**config.mk**
```make
export PLATFORM = sky130hd
export DESIGN_NAME = i2c_cfg_sequencer
export DESIGN_NICKNAME = d
export VERILOG_FILES = /design/src/rtl/i2c_cfg_pkg.sv /design/src/rtl/i2c_cfg_gap_timer.sv /design/src/rtl/i2c_cfg_sequencer.sv
export SDC_FILE = /design/constraint.sdc
export NUM_CORES = 1
export LEC_CHECK = 0
export CORE_MARGIN = 2
export CORE_UTILIZATION = 45
export CTS_CLUSTER_SIZE = 40
export DETAILED_ROUTE_END_ITERATION = 8
export PLACE_DENSITY = 0.85
export SETUP_SLACK_MARGIN = 0.3
export SLEW_MARGIN = 30
export SYNTH_ARGS = -nofsm -noshare
export SYNTH_HDL_FRONTEND = slang
export SYNTH_SLANG_ARGS = --single-unit
```
**constraint.sdc**
```tcl
create_clock -name CLOCK -period 1.9 [get_ports CLOCK]
set_input_delay 0.19 -clock CLOCK [delete_from_list [all_inputs] [get_ports CLOCK]]
set_output_delay 0.19 -clock CLOCK [all_outputs]
set_load 0.02 [all_outputs]
```
**src/rtl/i2c_cfg_pkg.sv**
```systemverilog
// Shared types and constants for the I2C configuration table sequencer.
package i2c_cfg_pkg;

  typedef enum logic [3:0] {
    S_IDLE,
    S_FETCH,
    S_LOAD,
    S_ARM,
    S_RUN,
    S_WAIT_END,
    S_CHECK,
    S_GAP,
    S_DONE,
    S_FAIL
  } state_t;

  // Table word layout: {slave addr, sub addr, data hi, data lo}
  localparam int unsigned SLAVE_HI = 31;
  localparam int unsigned SLAVE_LO = 24;
  localparam int unsigned SUB_HI   = 23;
  localparam int unsigned SUB_LO   = 16;
  localparam int unsigned DATA_HI  = 15;
  localparam int unsigned DATA_LO  = 0;

  localparam logic [15:0] TIMEOUT_CYCLES = 16'd1024;

endpackage

```
**src/rtl/i2c_cfg_gap_timer.sv**
```systemverilog
// Shared down-counter for the inter-transfer gap and the transfer watchdog.
module i2c_cfg_gap_timer (
  input  logic        CLOCK,
  input  logic        RESET,
  input  logic        load,
  input  logic        en,
  input  logic [15:0] value,
  output logic        zero
);

  logic [15:0] count;

  always_ff @(posedge CLOCK or negedge RESET) begin
    if (!RESET) begin
      count <= '0;
    end else if (load) begin
      count <= value;
    end else if (en && (count != '0)) begin
      count <= count - 16'd1;
    end
  end

  assign zero = (count == '0);

endmodule

```
**src/rtl/i2c_cfg_sequencer.sv**
```systemverilog
// Walks a table of 32-bit I2C words through the bit engine with NACK retry.
// Optional watchdog on RUN/WAIT_END enabled by defining I2C_SEQ_TIMEOUT_EN.
module i2c_cfg_sequencer
  import i2c_cfg_pkg::*;
#(
  parameter int unsigned NUM_ENTRIES = 16,
  parameter int unsigned MAX_RETRY   = 3,
  parameter int unsigned GAP_CYCLES  = 8
) (
  input  logic        CLOCK,
  input  logic        RESET,
  input  logic        START,
  input  logic        ABORT,
  output logic [7:0]  TBL_ADDR,
  input  logic [31:0] TBL_DATA,
  output logic [31:0] I2C_DATA,
  output logic        GO,
  input  logic        END,
  input  logic        ACK,
  output logic        BUSY,
  output logic        DONE,
  output logic        ERROR,
  output logic [7:0]  ERR_INDEX
);

  localparam logic [15:0] GAP_LOAD    = 16'(GAP_CYCLES - 1);
  localparam logic [7:0]  LAST_INDEX  = 8'(NUM_ENTRIES);
  localparam logic [3:0]  RETRY_LIMIT = 4'(MAX_RETRY);

  state_t      state;
  logic [7:0]  index;
  logic [3:0]  retry;
  logic        arm_cnt;
  logic        tmr_load;
  logic        tmr_en;
  logic        tmr_zero;
  logic [15:0] tmr_value;

  // GAP and watchdog never overlap, so one counter serves both.
  always_comb begin
    tmr_load  = 1'b0;
    tmr_en    = 1'b0;
    tmr_value = GAP_LOAD;
    case (state)
      S_CHECK: tmr_load = 1'b1;
      S_GAP:   tmr_en   = 1'b1;
`ifdef I2C_SEQ_TIMEOUT_EN
      S_ARM: begin
        tmr_load  = 1'b1;
        tmr_value = TIMEOUT_CYCLES - 16'd1;
      end
      S_RUN, S_WAIT_END: tmr_en = 1'b1;
`endif
      default: ;
    endcase
  end

  i2c_cfg_gap_timer u_timer (
    .CLOCK (CLOCK),
    .RESET (RESET),
    .load  (tmr_load),
    .en    (tmr_en),
    .value (tmr_value),
    .zero  (tmr_zero)
  );

  always_ff @(posedge CLOCK or negedge RESET) begin
    if (!RESET) begin
      state     <= S_IDLE;
      index     <= '0;
      retry     <= '0;
      arm_cnt   <= 1'b0;
      TBL_ADDR  <= '0;
      I2C_DATA  <= '0;
      GO        <= 1'b0;
      BUSY      <= 1'b0;
      DONE      <= 1'b0;
      ERROR     <= 1'b0;
      ERR_INDEX <= '0;
    end else begin
      case (state)
        S_IDLE: begin
          if (START) begin
            DONE      <= 1'b0;
            ERROR     <= 1'b0;
            ERR_INDEX <= '0;
            index     <= '0;
            retry     <= '0;
            TBL_ADDR  <= '0;
            BUSY      <= 1'b1;
            state     <= S_FETCH;
          end
        end
        S_FETCH: state <= S_LOAD;
        S_LOAD: begin
          I2C_DATA <= {TBL_DATA[SLAVE_HI:SLAVE_LO], TBL_DATA[SUB_HI:SUB_LO],
                       TBL_DATA[DATA_HI:DATA_LO]};
          arm_cnt  <= 1'b0;
          state    <= S_ARM;
        end
        S_ARM: begin
          if (arm_cnt) begin
            GO    <= 1'b1;
            state <= S_RUN;
          end else begin
            arm_cnt <= 1'b1;
          end
        end
        S_RUN: begin
`ifdef I2C_SEQ_TIMEOUT_EN
          if (tmr_zero) begin
            GO    <= 1'b0;
            state <= S_FAIL;
          end else if (!END) begin
            state <= S_WAIT_END;
          end
`else
          if (!END) state <= S_WAIT_END;
`endif
        end
        S_WAIT_END: begin
`ifdef I2C_SEQ_TIMEOUT_EN
          if (tmr_zero) begin
            GO    <= 1'b0;
            state <= S_FAIL;
          end else if (END) begin
            GO    <= 1'b0;
            state <= S_CHECK;
          end
`else
          if (END) begin
            GO    <= 1'b0;
            state <= S_CHECK;
          end
`endif
        end
        S_CHECK: begin
          if (!ACK) begin
            retry <= '0;
            index <= index + 8'd1;
            state <= S_GAP;
          end else if (retry < RETRY_LIMIT) begin
            retry <= retry + 4'd1;
            state <= S_GAP;
          end else begin
            state <= S_FAIL;
          end
        end
        S_GAP: begin
          if (tmr_zero) begin
            if (ABORT) begin
              state <= S_FAIL;
            end else if (index == LAST_INDEX) begin
              state <= S_DONE;
            end else begin
              TBL_ADDR <= index;
              state    <= S_FETCH;
            end
          end
        end
        S_DONE: begin
          DONE  <= 1'b1;
          BUSY  <= 1'b0;
          state <= S_IDLE;
        end
        S_FAIL: begin
          ERROR     <= 1'b1;
          ERR_INDEX <= index;
          BUSY      <= 1'b0;
          GO        <= 1'b0;
          state     <= S_IDLE;
        end
        default: state <= S_IDLE;
      endcase
    end
  end

endmodule

```
==> impl_results.md <==
* Initial DRT Pass Iterations at 4
* Register area share after synthesis at 0.538
* Routed vias/inst at 5.85
* Worst endpoint data arrival time at 2.18 ns
* DP HPWL at 6710 um
* #FFs+latches synth at 85
* RD Place Congestion at 0.850
* CTS H-tree lvls at 3
* Largest net degree at the start of global routing at 40
* Critical path buffers and inverters at 1
* Worst-Skew Late Latency at 0.36 ns
* Clock-pin slew on the worst setup and hold paths at 0.09 ns
* Mapped Area at 3960 um2
* CP Capture Type: flop
* DR iter-0 viols at 261
* Wire per inst at 20.0 um
* Post-synthesis area per instance at 11.2 um2
* Cells after Synth at 352
* Most frequent cell after synthesis: dfrtp_1
* Initial antenna violation count at 0
* First-pass GRT wire length at 17,600 um
* Vias in the first global route at 3,687
* Core ar. at 8640 um2
* Largest cells by area after synthesis: dfrtp_1 54%, mux2_2 10%, mux2i_1 3.5%
* Worst-path cell chain: inv_2 > ha_4 > nor4b_4 > and4_4 > o22ai_4 > mux2_4
* Fin Clk Skew at 0.0138 ns
* Final worst path period share at 1.01
* Rows at 34
* Area growth syn-to-layout at 54.1%
* Synthesis Warnings at 0
* Internal at 6170 uW
* Top-area cell type share of the netlist area at 0.538
* Syn Nets at 394
* Root Driver: clkbuf_8
* Sequential share of power at 0.316
* Die Y at 97.8 um
* Max-Cap Viols at 0
* Die ar. at 9560 um2
* Multi-input gate area at 2070 um2
* Peak VDD IR at 876 uV
* Drt drc at 0
* Initial Util at 0.458
* Clock power share at 0.139
* CP top delay family: simple AND/OR/NAND/NOR gates
* Cts bufs inserted at 9
* Final min period at 1.93 ns
* Seq. cell area at 2140 um2
* Worst-Margin Slew at 0.513 ns
* Final #Nets at 547
* Async SR Flop Fraction at 1.00
* Crit-path max FO at 7
* Power Density at 1680 nW/um2
* Max Slew Vio Count at 0
* RSZ-0062 raised after global routing: yes
* Reg2Reg Depth at 6
* Hold Vio Cnt, Final at 0
* IO Count at 90
* Max-slew headroom at 0.658
* Library cell with the largest summed area after synthesis: dfrtp_1
* Critical path type: flop to flop
* Grt total ovfl at 0
* Die Width at 97.8 um
* Diode count at 0
* Filler Cell Count at 563
* Status: complete, but fails checks
* Hold slack final at 0.366 ns
* Total power draw at 10,300 uW
* Final setup viols at 4
* Share of layout cells above drive strength 1 at 0.376
* HP Class: input port to async pin
* CP Launch Type: flop
* Post-synth top cells: 85 x dfrtp_1, 35 x mux2_2, 33 x nand2_1
* Routed wire length at 12,400 um
* Dpl cells at 558
* Leakage at 0.00262 uW
* Ys flop type: dfrtp_1
* Failing checks: negative setup slack
* Post-synth cell types at 51
* Slowest stage cell on the critical path: dfrtp_1
* Tot GR Track Use at 0.227
* Setup TNS at -0.0653 ns
* Comb pwr share at 0.545
* Required @ worst endpoint at 2.15 ns
* Longest Clk Path Bufs at 2
* IO Port Bufs at 89
* # clock sinks at 85
* CTS tree: yes
* Final non-filler cell total at 618
* Final WS setup at -0.0270 ns
* Via count at 3,617
* Peak Freq at 0.519 GHz
* Number of synthesized flops with an enable pin at 0
* WP depth at 6
* Sw frac at 0.399
* Net Sw Power at 4090 uW
* Max incr delay on CP at 0.41 ns
* Post-route ant nets at 0
-- final cells by class --
class	count	share of cell area
clock buffers	10	0.0209
repair buffers	158	0.244
flip-flops and latches	85	0.351
multi-input cells	238	0.340
well taps	108	0.0222
clock inverters	6	0.0142
inverters	13	0.00800
-- worst register-to-register path, delay by kind of cell, from the launching register on --
family,cells,cell delay (ns)
AO/OA/AOI/OAI,1,0.12
adder cells (fa/ha/maj),1,0.17
multiplexers,1,0.32
flip-flops,1,0.41
AND/OR/NAND/NOR,2,0.71
buffers and inverters,1,0.10
-- what timing repair did --
action                                  in CTS  in global routing
pin swaps                                   20                 16
buffers inserted                            30                 12
gates cloned                                 0                  1
gates resized for setup                     46                 33
endpoints found under the hold margin       37                  0
hold buffers                                 1                  0
endpoints found under the setup margin      77                 80
-- stage by stage --
stage,util,setup WS (ns),instance area (um2)
after floorplan,-,0.148,4060
after global placement,0.604,-0.00299,5220
after detailed placement,0.604,-0.0488,5220
after CTS,0.676,0.171,5840
after global routing,0.706,-0.0763,6100
final,0.706,-0.0270,6100
-- cell usage in the layout (no fill, tap or decap), drive strengths merged, types with 5 or more instances in the layout --
cell type / instances
nand2b: 8
mux2i: 14
nor4: 7
buf: 68
o31ai: 6
mux2: 37
clkbuf: 11
a21oi: 16
nor2b: 5
clkdlybuf4s50: 88
nor3: 9
nand4: 8
dfrtp: 85
nand2: 33
or4: 7
o21ai: 19
nand3: 14
inv: 14
nor2: 14
-- per-layer routing --
metal,vias up,routed length (um),global-route usage
met1,1816,4810,0.278
met2,166,6470,0.394
met4,0,470,0.0983
met3,42,626,0.0437
li1,1593,-,-
met5,-,0,0
-- final timing paths --
| kind | from | to | slack, ns |
|---|---|---|---|
| min | RESET | I2C_DATA[11]$_DFFE_PN0P_ | 0.37 |
| max | u_timer.count[0]$_DFFE_PN0P_ | TBL_ADDR[2]$_DFFE_PN0P_ | -0.03 |
| min reg2reg | ERROR$_DFFE_PN0P_ | ERROR$_DFFE_PN0P_ | 0.48 |
| max reg2reg | u_timer.count[0]$_DFFE_PN0P_ | TBL_ADDR[2]$_DFFE_PN0P_ | -0.03 |
| max in group asynchronous | RESET | I2C_DATA[12]$_DFFE_PN0P_ | 0.93 |
| min in group CLOCK | TBL_DATA[11] | I2C_DATA[11]$_DFFE_PN0P_ | 0.44 |
-- kinds of logic after synthesis --
| family | count (synthesis) | share of synthesized area |
|---|---|---|
| DFF | 85 | 0.538 |
| adders and majority gates | 4 | 0.0127 |
| muxes | 51 | 0.141 |
| and+or+nand+nor | 125 | 0.184 |
| buffers and inverters | 29 | 0.0310 |
| AOI/OAI and AO/OA | 58 | 0.0942 |
-- flip-flops by register name (all words and copies together) (netlist names) --
register	cells
BUSY	1
DONE	1
ERROR	1
ERR_INDEX	8
GO	1
I2C_DATA	32
TBL_ADDR	8
arm_cnt	1
index	8
retry	4
state	4
u_timer.count	16
-- power by group through the flow --
stage	clock network (uW)	logic (uW)	registers, uW
2_1_floorplan	0	1930	3710
3_3_place_gp	0	4210	3150
3_5_place_dp	0	4330	3190
4_1_cts	1410	5020	3150
5_1_grt	1520	5870	3340
6_report	1420	5590	3240
Power figures use the tool's default switching activity.
